File: src/rtl/lock_code_entry.sv
// Keypad-side lock controller: buffers key digits, checks them on ENTER,
// drives unlock/error/lockout status and owns the reprogrammable code.
module lock_code_entry #(
    parameter int DIGITS = 4,
    parameter logic [4*DIGITS-1:0] DEFAULT_CODE = 16'h1101,
    parameter int MAX_TRIES = 3,
    parameter int UNLOCK_CYCLES = 8,
    parameter int LOCKOUT_CYCLES = 16
) (
    input  logic clk,
    input  logic rst_n,
    input  logic key_valid,
    input  logic [3:0] key_digit,
    input  logic key_enter,
    input  logic key_clear,
    input  logic prog_mode,
    output logic unlocked,
    output logic error,
    output logic prog_done,
    output logic locked_out,
    output logic [$clog2(DIGITS+1)-1:0] digit_count,
    output logic [$clog2(MAX_TRIES+1)-1:0] fail_count
);

    localparam int CW = 4 * DIGITS;
    localparam int CNTW = $clog2(DIGITS + 1);
    localparam int FW = $clog2(MAX_TRIES + 1);
    localparam int TMAX = (UNLOCK_CYCLES > LOCKOUT_CYCLES) ?
                          UNLOCK_CYCLES : LOCKOUT_CYCLES;
    localparam int TW = $clog2(TMAX + 1);

    localparam logic [1:0] ENTRY   = 2'd0;
    localparam logic [1:0] OPEN    = 2'd1;
    localparam logic [1:0] LOCKOUT = 2'd2;

    localparam logic [CNTW-1:0] FULL = CNTW'(DIGITS);
    localparam logic [FW-1:0] FMAX = FW'(MAX_TRIES);
    localparam logic [TW-1:0] T_OPEN = TW'(UNLOCK_CYCLES - 1);
    localparam logic [TW-1:0] T_LOCK = TW'(LOCKOUT_CYCLES - 1);

    logic [1:0] state, state_n;
    logic [CW-1:0] code_reg, code_n;
    logic [CW-1:0] buffer, buf_n;
    logic [CNTW-1:0] cnt_n;
    logic [FW-1:0] fail_n, fail_inc;
    logic [TW-1:0] timer, timer_n;
    logic err_n, pd_n;

    logic accepting;
    logic do_clear, do_enter, do_digit;
    logic full, match, timer_zero;
    logic [CW-1:0] shifted;

    // Strobe priority (clear > enter > digit); keypad dead in lockout.
    always_comb begin
        accepting = (state != LOCKOUT);
        do_clear = accepting & key_clear;
        do_enter = accepting & key_enter & ~key_clear;
        do_digit = accepting & key_valid & ~key_clear & ~key_enter;
        full = (digit_count == FULL);
        match = full && (buffer == code_reg);
        timer_zero = (timer == '0);
        shifted = (buffer << 4) | CW'(key_digit);
        fail_inc = (fail_count == FMAX) ? fail_count : fail_count + 1'b1;
    end

    // Next-state logic for the FSM, entry buffer, code and counters.
    always_comb begin
        state_n = state;
        buf_n = buffer;
        cnt_n = digit_count;
        code_n = code_reg;
        fail_n = fail_count;
        timer_n = timer;
        err_n = 1'b0;
        pd_n = 1'b0;

        unique case (1'b1)
            do_clear, do_enter: begin
                buf_n = '0;
                cnt_n = '0;
            end
            do_digit && !full: begin
                buf_n = shifted;
                cnt_n = digit_count + 1'b1;
            end
            default: ;
        endcase

        unique case (state)
            ENTRY: begin
                if (do_enter) begin
                    if (match) begin
                        state_n = OPEN;
                        timer_n = T_OPEN;
                        fail_n = '0;
                    end else begin
                        err_n = 1'b1;
                        fail_n = fail_inc;
                        if (fail_inc == FMAX) begin
                            state_n = LOCKOUT;
                            timer_n = T_LOCK;
                        end
                    end
                end
            end
            OPEN: begin
                if (do_enter) begin
                    if (prog_mode && full) begin
                        code_n = buffer;
                        pd_n = 1'b1;
                        timer_n = T_OPEN;
                    end else if (prog_mode) begin
                        // Short entry while programming: keep counting down.
                        timer_n = timer_zero ? timer : timer - 1'b1;
                    end else begin
                        state_n = ENTRY;
                    end
                end else if (timer_zero) begin
                    state_n = ENTRY;
                    buf_n = '0;
                    cnt_n = '0;
                end else begin
                    timer_n = timer - 1'b1;
                end
            end
            LOCKOUT: begin
                if (timer_zero) begin
                    state_n = ENTRY;
                    fail_n = '0;
                end else begin
                    timer_n = timer - 1'b1;
                end
            end
            default: begin
                state_n = ENTRY;
                buf_n = '0;
                cnt_n = '0;
            end
        endcase
    end

    // Register state and every output so status changes one edge later.
    always_ff @(posedge clk or negedge rst_n) begin
        if (!rst_n) begin
            state <= ENTRY;
            code_reg <= DEFAULT_CODE;
            buffer <= '0;
            digit_count <= '0;
            fail_count <= '0;
            timer <= '0;
            unlocked <= 1'b0;
            error <= 1'b0;
            prog_done <= 1'b0;
            locked_out <= 1'b0;
        end else begin
            state <= state_n;
            code_reg <= code_n;
            buffer <= buf_n;
            digit_count <= cnt_n;
            fail_count <= fail_n;
            timer <= timer_n;
            unlocked <= (state_n == OPEN);
            error <= err_n;
            prog_done <= pd_n;
            locked_out <= (state_n == LOCKOUT);
        end
    end

endmodule

File: config.mk
export PLATFORM = sky130hd
export DESIGN_NAME = lock_code_entry
export DESIGN_NICKNAME = d
export VERILOG_FILES = /design/src/rtl/lock_code_entry.sv
export SDC_FILE = /design/constraint.sdc
export NUM_CORES = 1
export LEC_CHECK = 0
export CAP_MARGIN = 10
export CORE_UTILIZATION = 58
export CTS_CLUSTER_SIZE = 25
export DETAILED_ROUTE_END_ITERATION = 8
export PLACE_DENSITY = 0.79
export SLEW_MARGIN = 20
export SYNTH_ARGS = -nofsm -noshare
export SYNTH_HDL_FRONTEND = slang
export SYNTH_SLANG_ARGS = --single-unit
File: constraint.sdc
create_clock -name clk -period 2.9 [get_ports clk]
set_input_delay 0.29 -clock clk [delete_from_list [all_inputs] [get_ports clk]]
set_output_delay 0.29 -clock clk [all_outputs]
set_load 0.01 [all_outputs]
==> run_results.csv <==
group,metric,value,unit
pwr,leakage,1.40,nW
global_route,track_usage,24.3,%
clock_network,cts_root_buffer,"clkbuf_8",
clock_network,htreeDepth,2,
placement,portBuffers,18,
synthesis,synth_edf_count,0,
global_route,overflow,0,
floorplanning,dieWidth,67.6,um
timing,timing.slew.headroom,56.7,%
final_layout,fillers,320,
critical_path,reg2reg_from,"state[0]",
final_layout,drive_gt1_share,8.39,%
clock_network,clock_latency,310,ps
timing,min_period,2530,ps
critical_path,r2r_slack,370,ps
timing,setup_violations,0,
synthesis,synth-seq-area-share,48.3,%
routing,post_drt_wl_per_cell,14.3,um
timing,clock-skew-final,6.86,ps
routing,dr.pass1.iters,5,
clock_network,ctsHoldBuffers,0,
final_layout,regArea,1200,sq um
floorplanning,dieArea,4560,sq um
routing,vias_per_cell,5.69,
critical_path,cp.required,3150,ps
final_layout,diodes,0,
critical_path,path_class,"reg -> reg",
synthesis,ys_types,44,
floorplanning,core_area,4060,sq um
pwr,ir_worst_vdd,0.000464,V
critical_path,cp-end-kind,"register",
final_layout,nNetsFinal,302,
status,violations,"negative hold slack",
final_layout,syn2layout_area_growth,11.5,%
critical_path,cp_data_arrival_time,2780,ps
synthesis,synth_nets,285,
final_layout,design_area,2780,sq um
timing,fmax,0.396,GHz
timing,fin_setup_tns,0,ps
critical_path,worst_setup_path_start_kind,"register",
global_route,grt_pass1_wl,8140,um
clock_network,clock_sinks,48,
global_route,antenna_found_initial,0,
floorplanning,io_pins,19,
placement,place_inst,328,
timing,fin_hold_ws,-31.6,ps
routing,first_iter_violations,117,
synthesis,syn_avg_cell_area,9.30,sq um
pwr,p_per_area,652,nW/um^2
global_route,grt_max_degree,49,
clock_network,ctsResizeCount,0,
synthesis,async_flop_share,100,%
floorplanning,die_h,67.6,um
status,status,"finished, violations left",
timing,rsz0062_at_grt,"no",
placement,dp_hpwl,3340,um
floorplanning,rows,23,
flow_run,maxCapViolCount,0,
routing,wirelength,4820,um
routing,vias,1911,
synthesis,synth_seq_cells,48,
clock_network,cts_buffer_depth,2,
critical_path,cp_max_fo,19,
hold_path,hold_path_class,"in -> async",
synthesis,synth_flop_cell,"dfrtp_1",
critical_path,r2r_cells,9,
placement,gp_congestion,0.862,
routing,antenna_left,0,
clock_network,cts_setup_buffers,0,
synthesis,ys_warn_count,0,
timing,max_slew.worst_pin.slew,649,ps
placement,dpl_cell_area,2690,sq um
timing,period_share,87.1,%
synthesis,syn-instance-count,268,
final_layout,stdcell_count,336,
timing,hold_violations,45,
floorplanning,initial_core_util,61.4,%
clock_network,numCtsBuffers,5,
global_route,grt_pass1_vias,1732,
clock_network,cts_tree,"built",
synthesis,syn-cell-area,2490,sq um
timing,slew_viol_final,0,
clock_network,clk_pin_slew,90,ps
critical_path,worstReg2RegEnd,"timer[1]",
routing,drc,0,
final_layout,multi_input_area,1190,sq um
==> cell families (layout without fill, tap and decap cells) <==
family                   Yosys count  after routing  share of synthesized area [%]
AO/OA/AOI/OAI                     52             52                           13.8
XOR/XNOR                          18             18                           6.33
adder cells (fa/ha/maj)            7              7                           3.51
buffers and inverters             20             38                           4.07
flip-flops                        48             48                           48.3
multiplexers                       3              3                           1.36
AND/OR/NAND/NOR                  120            120                           22.6
==> per-stage QoR <==
step           total power, mW  setup slack (ps)  utilization, %
2_1_floorplan             1.26               778               -
3_3_place_gp              1.42               497            66.3
3_5_place_dp              1.44               380            66.3
4_1_cts                   1.83               360            68.4
5_1_grt                   1.93               184            68.5
6_report                  1.81               373            68.5
==> worst max path at each step <==
stage / start / endpoint / slack, ps / cells past startpoint
after CTS: state[0] / timer[1] / 360 / 9
after detailed placement: state[0] / timer[1] / 380 / 9
after global placement: key_enter / timer[1] / 500 / 8
after global routing: state[0] / timer[2] / 180 / 9
final: state[0] / timer[1] / 370 / 9
after floorplan: state[0] / timer[3] / 780 / 9
==> critical path: stages (launching register included) <==
cell and delay [ps]:
dfrtp_1 400, inv_1 80, ha_1 330, or3b_1 520, nor2_4 180, nand2_2 240, inv_2 330, nor2_1 80
o21ai_0 160, mux2_1 150
==> cell usage after synthesis, types with 4 or more instances <==
master     n  area, sq um
xor2_1    15          131
and2_1     4         25.0
ha_1       7         87.6
nor4_1     7         43.8
nor2_1    33          124
dfrtp_1   45         1130
a22oi_1   18          135
nand2_1   56          210
a21oi_1   10         50.1
inv_1      8         30.0
o21ai_0    8         40.0
clkbuf_1   4         15.0
==> where the power goes <==
group          switching [mW]  internal, mW
combinational           0.348         0.264
clock                   0.220         0.172
sequential             0.0683         0.740
total                   0.636          1.18
==> placed cells by master, fill, tap and decap left out, types with 7 or more instances in the layout <==
| cell | netlist | routed |
|---|---|---|
| a22oi_1 | 18 | 18 |
| o21ai_0 | 8 | 8 |
| a21oi_1 | 10 | 10 |
| nand2_1 | 56 | 56 |
| xor2_1 | 15 | 15 |
| clkdlybuf4s50_1 | 0 | 17 |
| inv_1 | 8 | 8 |
| ha_1 | 7 | 7 |
| nor2_1 | 33 | 33 |
| dfrtp_1 | 45 | 45 |
==> layer usage <==
layer | GRT usage [%] | part of all wire, % | vias up
li1 | - | - | 946
met1 | 34.6 | 46 | 915
met2 | 36.1 | 47 | 40
met3 | 3.55 | 3.8 | 10
met4 | 11.7 | 2.3 | 0
met5 | 0 | 0 | -
==> layout make-up <==
| cell class | count | share of cell area (%) |
|---|---|---|
| tap | 50 | 2.25 |
| multi-input combinational | 200 | 42.9 |
| clock buffer | 7 | 2.75 |
| timing repair buffer | 21 | 7.20 |
| inverter | 9 | 1.22 |
| clock inverter | 1 | 0.315 |
| sequential | 48 | 43.4 |
Power figures use the tool's default switching activity.
